**config.mk**
```make
export PLATFORM = sky130hd
export DESIGN_NAME = axi_rd_arbiter
export DESIGN_NICKNAME = d
export VERILOG_FILES = /design/src/rtl/axi_rd_arbiter.sv
export SDC_FILE = /design/constraint.sdc
export NUM_CORES = 1
export LEC_CHECK = 0
export BUFFER_PORTS_ARGS = -buffer_cell sky130_fd_sc_hd__buf_2
export CORE_AREA = 2 2 62 64
export CTS_CLUSTER_DIAMETER = 30
export DETAILED_ROUTE_END_ITERATION = 12
export DIE_AREA = 0 0 64 66
export PLACE_DENSITY = 0.81
export SETUP_SLACK_MARGIN = 0.1
export SYNTH_ARGS = -nofsm -noshare
export SYNTH_HDL_FRONTEND = slang
export SYNTH_SLANG_ARGS = --single-unit
```
**constraint.sdc**
```tcl
create_clock -name clk -period 2.6 [get_ports clk]
set_input_delay 0.78 -clock clk [delete_from_list [all_inputs] [get_ports clk]]
set_output_delay 0.78 -clock clk [all_outputs]
set_load 0.05 [all_outputs]
```
**src/rtl/axi_rd_arbiter.sv**
```systemverilog
// axi_rd_arbiter: shares one AXI4-Lite read port (AR + R channels) of the
// memory bridge between two requesters. It allows one outstanding read at a
// time and routes the response back to the master that issued it.
//
// Configuration macro: AXI_RD_ARB_RR_EN
//   defined   -> round-robin tie-break using last_grant
//   undefined -> fixed priority, master 0 wins every tie
//
// Ports:
//   clk, rst                      clock, synchronous active-high reset
//   s0_ar_* / s1_ar_*             read address channel from master 0 / 1
//   s0_r_*  / s1_r_*              read data channel to master 0 / 1
//   m_ar_*                        read address channel to the bridge
//   m_r_*                         read data channel from the bridge
module axi_rd_arbiter #(
  parameter int unsigned ADDR_W = 18,
  parameter int unsigned DATA_W = 16
) (
  input  logic              clk,
  input  logic              rst,
  input  logic [ADDR_W-1:0] s0_ar_addr,
  input  logic              s0_ar_valid,
  output logic              s0_ar_ready,
  output logic [DATA_W-1:0] s0_r_data,
  output logic [1:0]        s0_r_resp,
  output logic              s0_r_valid,
  input  logic              s0_r_ready,
  input  logic [ADDR_W-1:0] s1_ar_addr,
  input  logic              s1_ar_valid,
  output logic              s1_ar_ready,
  output logic [DATA_W-1:0] s1_r_data,
  output logic [1:0]        s1_r_resp,
  output logic              s1_r_valid,
  input  logic              s1_r_ready,
  output logic [ADDR_W-1:0] m_ar_addr,
  output logic              m_ar_valid,
  input  logic              m_ar_ready,
  input  logic [DATA_W-1:0] m_r_data,
  input  logic [1:0]        m_r_resp,
  input  logic              m_r_valid,
  output logic              m_r_ready
);

  typedef enum logic [1:0] {
    IDLE = 2'd0,
    ADDR = 2'd1,
    DATA = 2'd2
  } state_t;

  state_t            state_q, state_d;
  logic              grant_q, grant_d;
  logic [ADDR_W-1:0] addr_q, addr_d;
  logic              tie_win;
  logic              win;
  logic              gr_r_ready;

`ifdef AXI_RD_ARB_RR_EN
  logic last_grant_q, last_grant_d;

  // On a tie, the master that was not served last goes next
  assign tie_win = ~last_grant_q;
`else
  logic unused_last;

  // Fixed priority: master 0 always wins a tie
  assign tie_win     = 1'b0;
  assign unused_last = 1'b0;
`endif

  // Winner index: a lone requester always wins, a tie uses tie_win
  assign win = (s0_ar_valid && s1_ar_valid) ? tie_win : s1_ar_valid;

  // r_ready of the master that owns the outstanding read
  assign gr_r_ready = grant_q ? s1_r_ready : s0_r_ready;

  // Read data and response pass straight through; only r_valid is steered
  assign s0_r_data = m_r_data;
  assign s1_r_data = m_r_data;
  assign s0_r_resp = m_r_resp;
  assign s1_r_resp = m_r_resp;

  // State and transaction registers
  always_ff @(posedge clk) begin
    if (rst) begin
      state_q      <= IDLE;
      grant_q      <= 1'b0;
      addr_q       <= '0;
`ifdef AXI_RD_ARB_RR_EN
      last_grant_q <= 1'b1;
`endif
    end else begin
      state_q      <= state_d;
      grant_q      <= grant_d;
      addr_q       <= addr_d;
`ifdef AXI_RD_ARB_RR_EN
      last_grant_q <= last_grant_d;
`endif
    end
  end

  // Next-state and handshake outputs
  always_comb begin
    state_d      = state_q;
    grant_d      = grant_q;
    addr_d       = addr_q;
`ifdef AXI_RD_ARB_RR_EN
    last_grant_d = last_grant_q;
`endif
    s0_ar_ready  = 1'b0;
    s1_ar_ready  = 1'b0;
    m_ar_valid   = 1'b0;
    m_ar_addr    = addr_q;
    m_r_ready    = 1'b0;
    s0_r_valid   = 1'b0;
    s1_r_valid   = 1'b0;

    case (state_q)
      IDLE: begin
        if (s0_ar_valid || s1_ar_valid) begin
          s0_ar_ready = ~win;
          s1_ar_ready = win;
          addr_d      = win ? s1_ar_addr : s0_ar_addr;
          grant_d     = win;
          state_d     = ADDR;
        end
      end
      ADDR: begin
        m_ar_valid = 1'b1;
        if (m_ar_ready) begin
          state_d = DATA;
        end
      end
      DATA: begin
        m_r_ready  = gr_r_ready;
        s0_r_valid = m_r_valid && !grant_q;
        s1_r_valid = m_r_valid && grant_q;
        if (m_r_valid && gr_r_ready) begin
`ifdef AXI_RD_ARB_RR_EN
          last_grant_d = grant_q;
`endif
          state_d = IDLE;
        end
      end
      default: state_d = IDLE;
    endcase

    // Handshake outputs stay quiet for the whole reset cycle
    if (rst) begin
      s0_ar_ready = 1'b0;
      s1_ar_ready = 1'b0;
      m_ar_valid  = 1'b0;
      m_r_ready   = 1'b0;
      s0_r_valid  = 1'b0;
      s1_r_valid  = 1'b0;
    end
  end

endmodule

```
==> qor.csv <==
metric;value;unit
hold_start;m_ar_addr[17];
synth_commonest_cells;39 x buf_4, 37 x nand2_1, 21 x dfxtp_1;
ant_nets;0;
slowest_delay;0.25;ns
ys_seq_area_share;30.8;%
report.final.slew_viol_count;0;
hold_path_class;flop to flop;
synth-edff-count;0;
place_area;1520;um^2
rsz0062_at_grt;no;
report.final.hold_viol_count;0;
yosysUniqueCellTypes;23;
drt-pass1-iter-count;4;
async_flop_share;0;%
vias_per_cell;5.03;
grt_start_max_net_pins;19;
netlist.area_leader.share;30.8;%
grt_pass1_wl;5.11;mm
syn_avg_cell_area;8.32;um^2
grt_usage;15.3;%
synth_area_leader_cell;dfxtp_1;
die_width;64;um
vias;1222;
synth_area_leaders;dfxtp_1 31%, buf_4 21%, a311oi_2 11%;
power.density;593;nW/um^2
drv_cap;0;
portBuffers;67;
use_met2;25.0;%
drt_wl_total;3.21;mm
die_y;66;um
htree_levels;1;
area_growth;13.6;%
dp_hpwl;2.40;mm
synth_seq_cells;21;
cp_data_required_time;1.82;ns
reg2reg_depth;4;
syn_inst;164;
cts_buffers;3;
holdPathStages;2;
critPathLaunchType;primary input;
final_nets;258;
worstSetupEndpointType;primary output;
core_area;3550;um^2
finalSetupViolations;0;
clkTransAtPathRegs;0.11;ns
ir_drop;0.206;mV
finalCritPeriodShare;91.3;%
holdPathEnd;m_ar_addr[17];
antenna_found_initial;0;
crit_chain;buf_2 -> nor2_1 -> nand2_1 -> nor3b_4 -> clkbuf_4;
r2r-end;m_ar_addr[7];
start_util;38.4;%
insertion_delay;0.30;ns
fmax;421;MHz
slew_headroom;70.5;%
period_minus_slack;2.37;ns
cp.arrival;1.59;ns
num_antenna_cells;0;
fin_ws;0.226;ns
cts-root-buf;clkbuf_4;
top_level_ports;122;
synth_area;1370;um^2
core.rowCount;22;
cts.sinks;21;
dp_slack;0.183;ns
synth_nets;226;
wl_per_cell;13.2;um
crit_slowest_cell;clkbuf_4;
gp_congestion;0.727;
power_leakage;0.713;nW
met3_usage;2.04;%
rrSetupSlack;1.13;ns
drc_errors;0;
drive_gt1_share;49.2;%
cp_max_fo;3;
grt_pass1_vias;1075;
busiest_layer;met2;
r2r-start;state_q[1];
drt_iter0_drc;30;
skew;0.00899;ns
tightest_slew;0.443;ns
yosysWarnings;0;
final_area;1550;um^2
clockBufferDepth;2;
die-area;4220;um^2
gr-usage-met1;19.1;%
status;finished, final reports clean;
cts_tree;done;
grt-ovfl-total;0;
crit_type;primary input to primary output;
post-synth-top-count-cell;buf_4;
synth_ff_type;dfxtp_1;
==> cells in the final DEF (no fill, tap or decap), drive strengths merged <==
cell type / Yosys / final
mux2i: 1 / 1
a211oi: 1 / 1
clkbuf: 2 / 4
clkinv: 0 / 1
a21oi: 20 / 20
o21ai: 1 / 1
nand4bb: 1 / 1
or2: 1 / 1
buf: 47 / 75
dfxtp: 21 / 21
a311oi: 18 / 18
nor4: 1 / 1
and4: 1 / 1
nor2: 4 / 4
nand2b: 1 / 1
nor3b: 3 / 3
and2: 1 / 1
nand2: 37 / 37
nor4b: 1 / 1
nor2b: 2 / 2
==> worst max-delay path by stage <==
stage | startpoint | to | slack (ns)
after floorplan | rst | m_ar_valid | -0.04
after global placement | rst | s0_r_valid | 0.24
after detailed placement | rst | s0_r_valid | 0.18
after CTS | rst | s0_r_valid | 0.18
after global routing | rst | s0_r_valid | 0.11
final | rst | s0_r_valid | 0.23
==> cells by family (layout without fill, tap and decap cells) <==
logic type	Yosys count	count (layout)	share of synthesized area, %
simple gates	53	53	18.0
buf+inv	49	80	26.1
compound gates	40	40	24.4
flops	21	21	30.8
mux	1	1	0.733
==> report_power, final <==
| part | internal, mW | switching, mW | leakage, nW |
|---|---|---|---|
| clock | 0.0573 | 0.101 | 0.0177 |
| sequential | 0.361 | 0.0270 | 0.174 |
| combinational | 0.121 | 0.252 | 0.521 |
| total | 0.539 | 0.380 | 0.713 |
==> timing repair <==
| item | 4_1_cts | 5_1_grt |
|---|---|---|
| buffers inserted | 0 | 0 |
| gates resized for setup | 0 | 1 |
| hold buffers | 0 | 0 |
| endpoints found under the setup margin | 0 | 1 |
==> critical path, delay by kind of cell <==
| family | cells | cell delay [ns] |
|---|---|---|
| buf+inv | 2 | 0.37 |
| simple gates | 3 | 0.44 |
==> state kept, by name, summed over array words and instances (netlist names) <==
register	count
state_q	2
grant_q	1
m_ar_addr	18
==> routing by layer <==
| layer | vias up | part of all wire (%) |
|---|---|---|
| met5 | - | 0 |
| met4 | 0 | 3.4 |
| met3 | 20 | 7.3 |
| met2 | 47 | 47 |
| met1 | 555 | 42 |
| li1 | 600 | - |
==> through the flow <==
stage                     hold slack, ns  instances  utilization, %  power [mW]  TNS (ns)
after floorplan                    0.557        164               -       0.828   -0.0381
after global placement             0.498        239            42.8       0.767         0
after detailed placement           0.512        239            42.8       0.772         0
after CTS                          0.528        243            43.6       0.935         0
after global routing               0.566        243            43.7       0.978         0
final                              0.522        243            43.7       0.919         0
==> cell type report <==
| cell class | instances | area [um^2] |
|---|---|---|
| clock inverters | 1 | 5.00 |
| repair buffers | 76 | 405 |
| flip-flops and latches | 21 | 420 |
| clock buffers | 3 | 22.5 |
| well taps | 48 | 60.1 |
| fillers | 386 | 2000 |
| multi-input cells | 94 | 637 |
No activity file was read; power rests on OpenSTA's default activity.
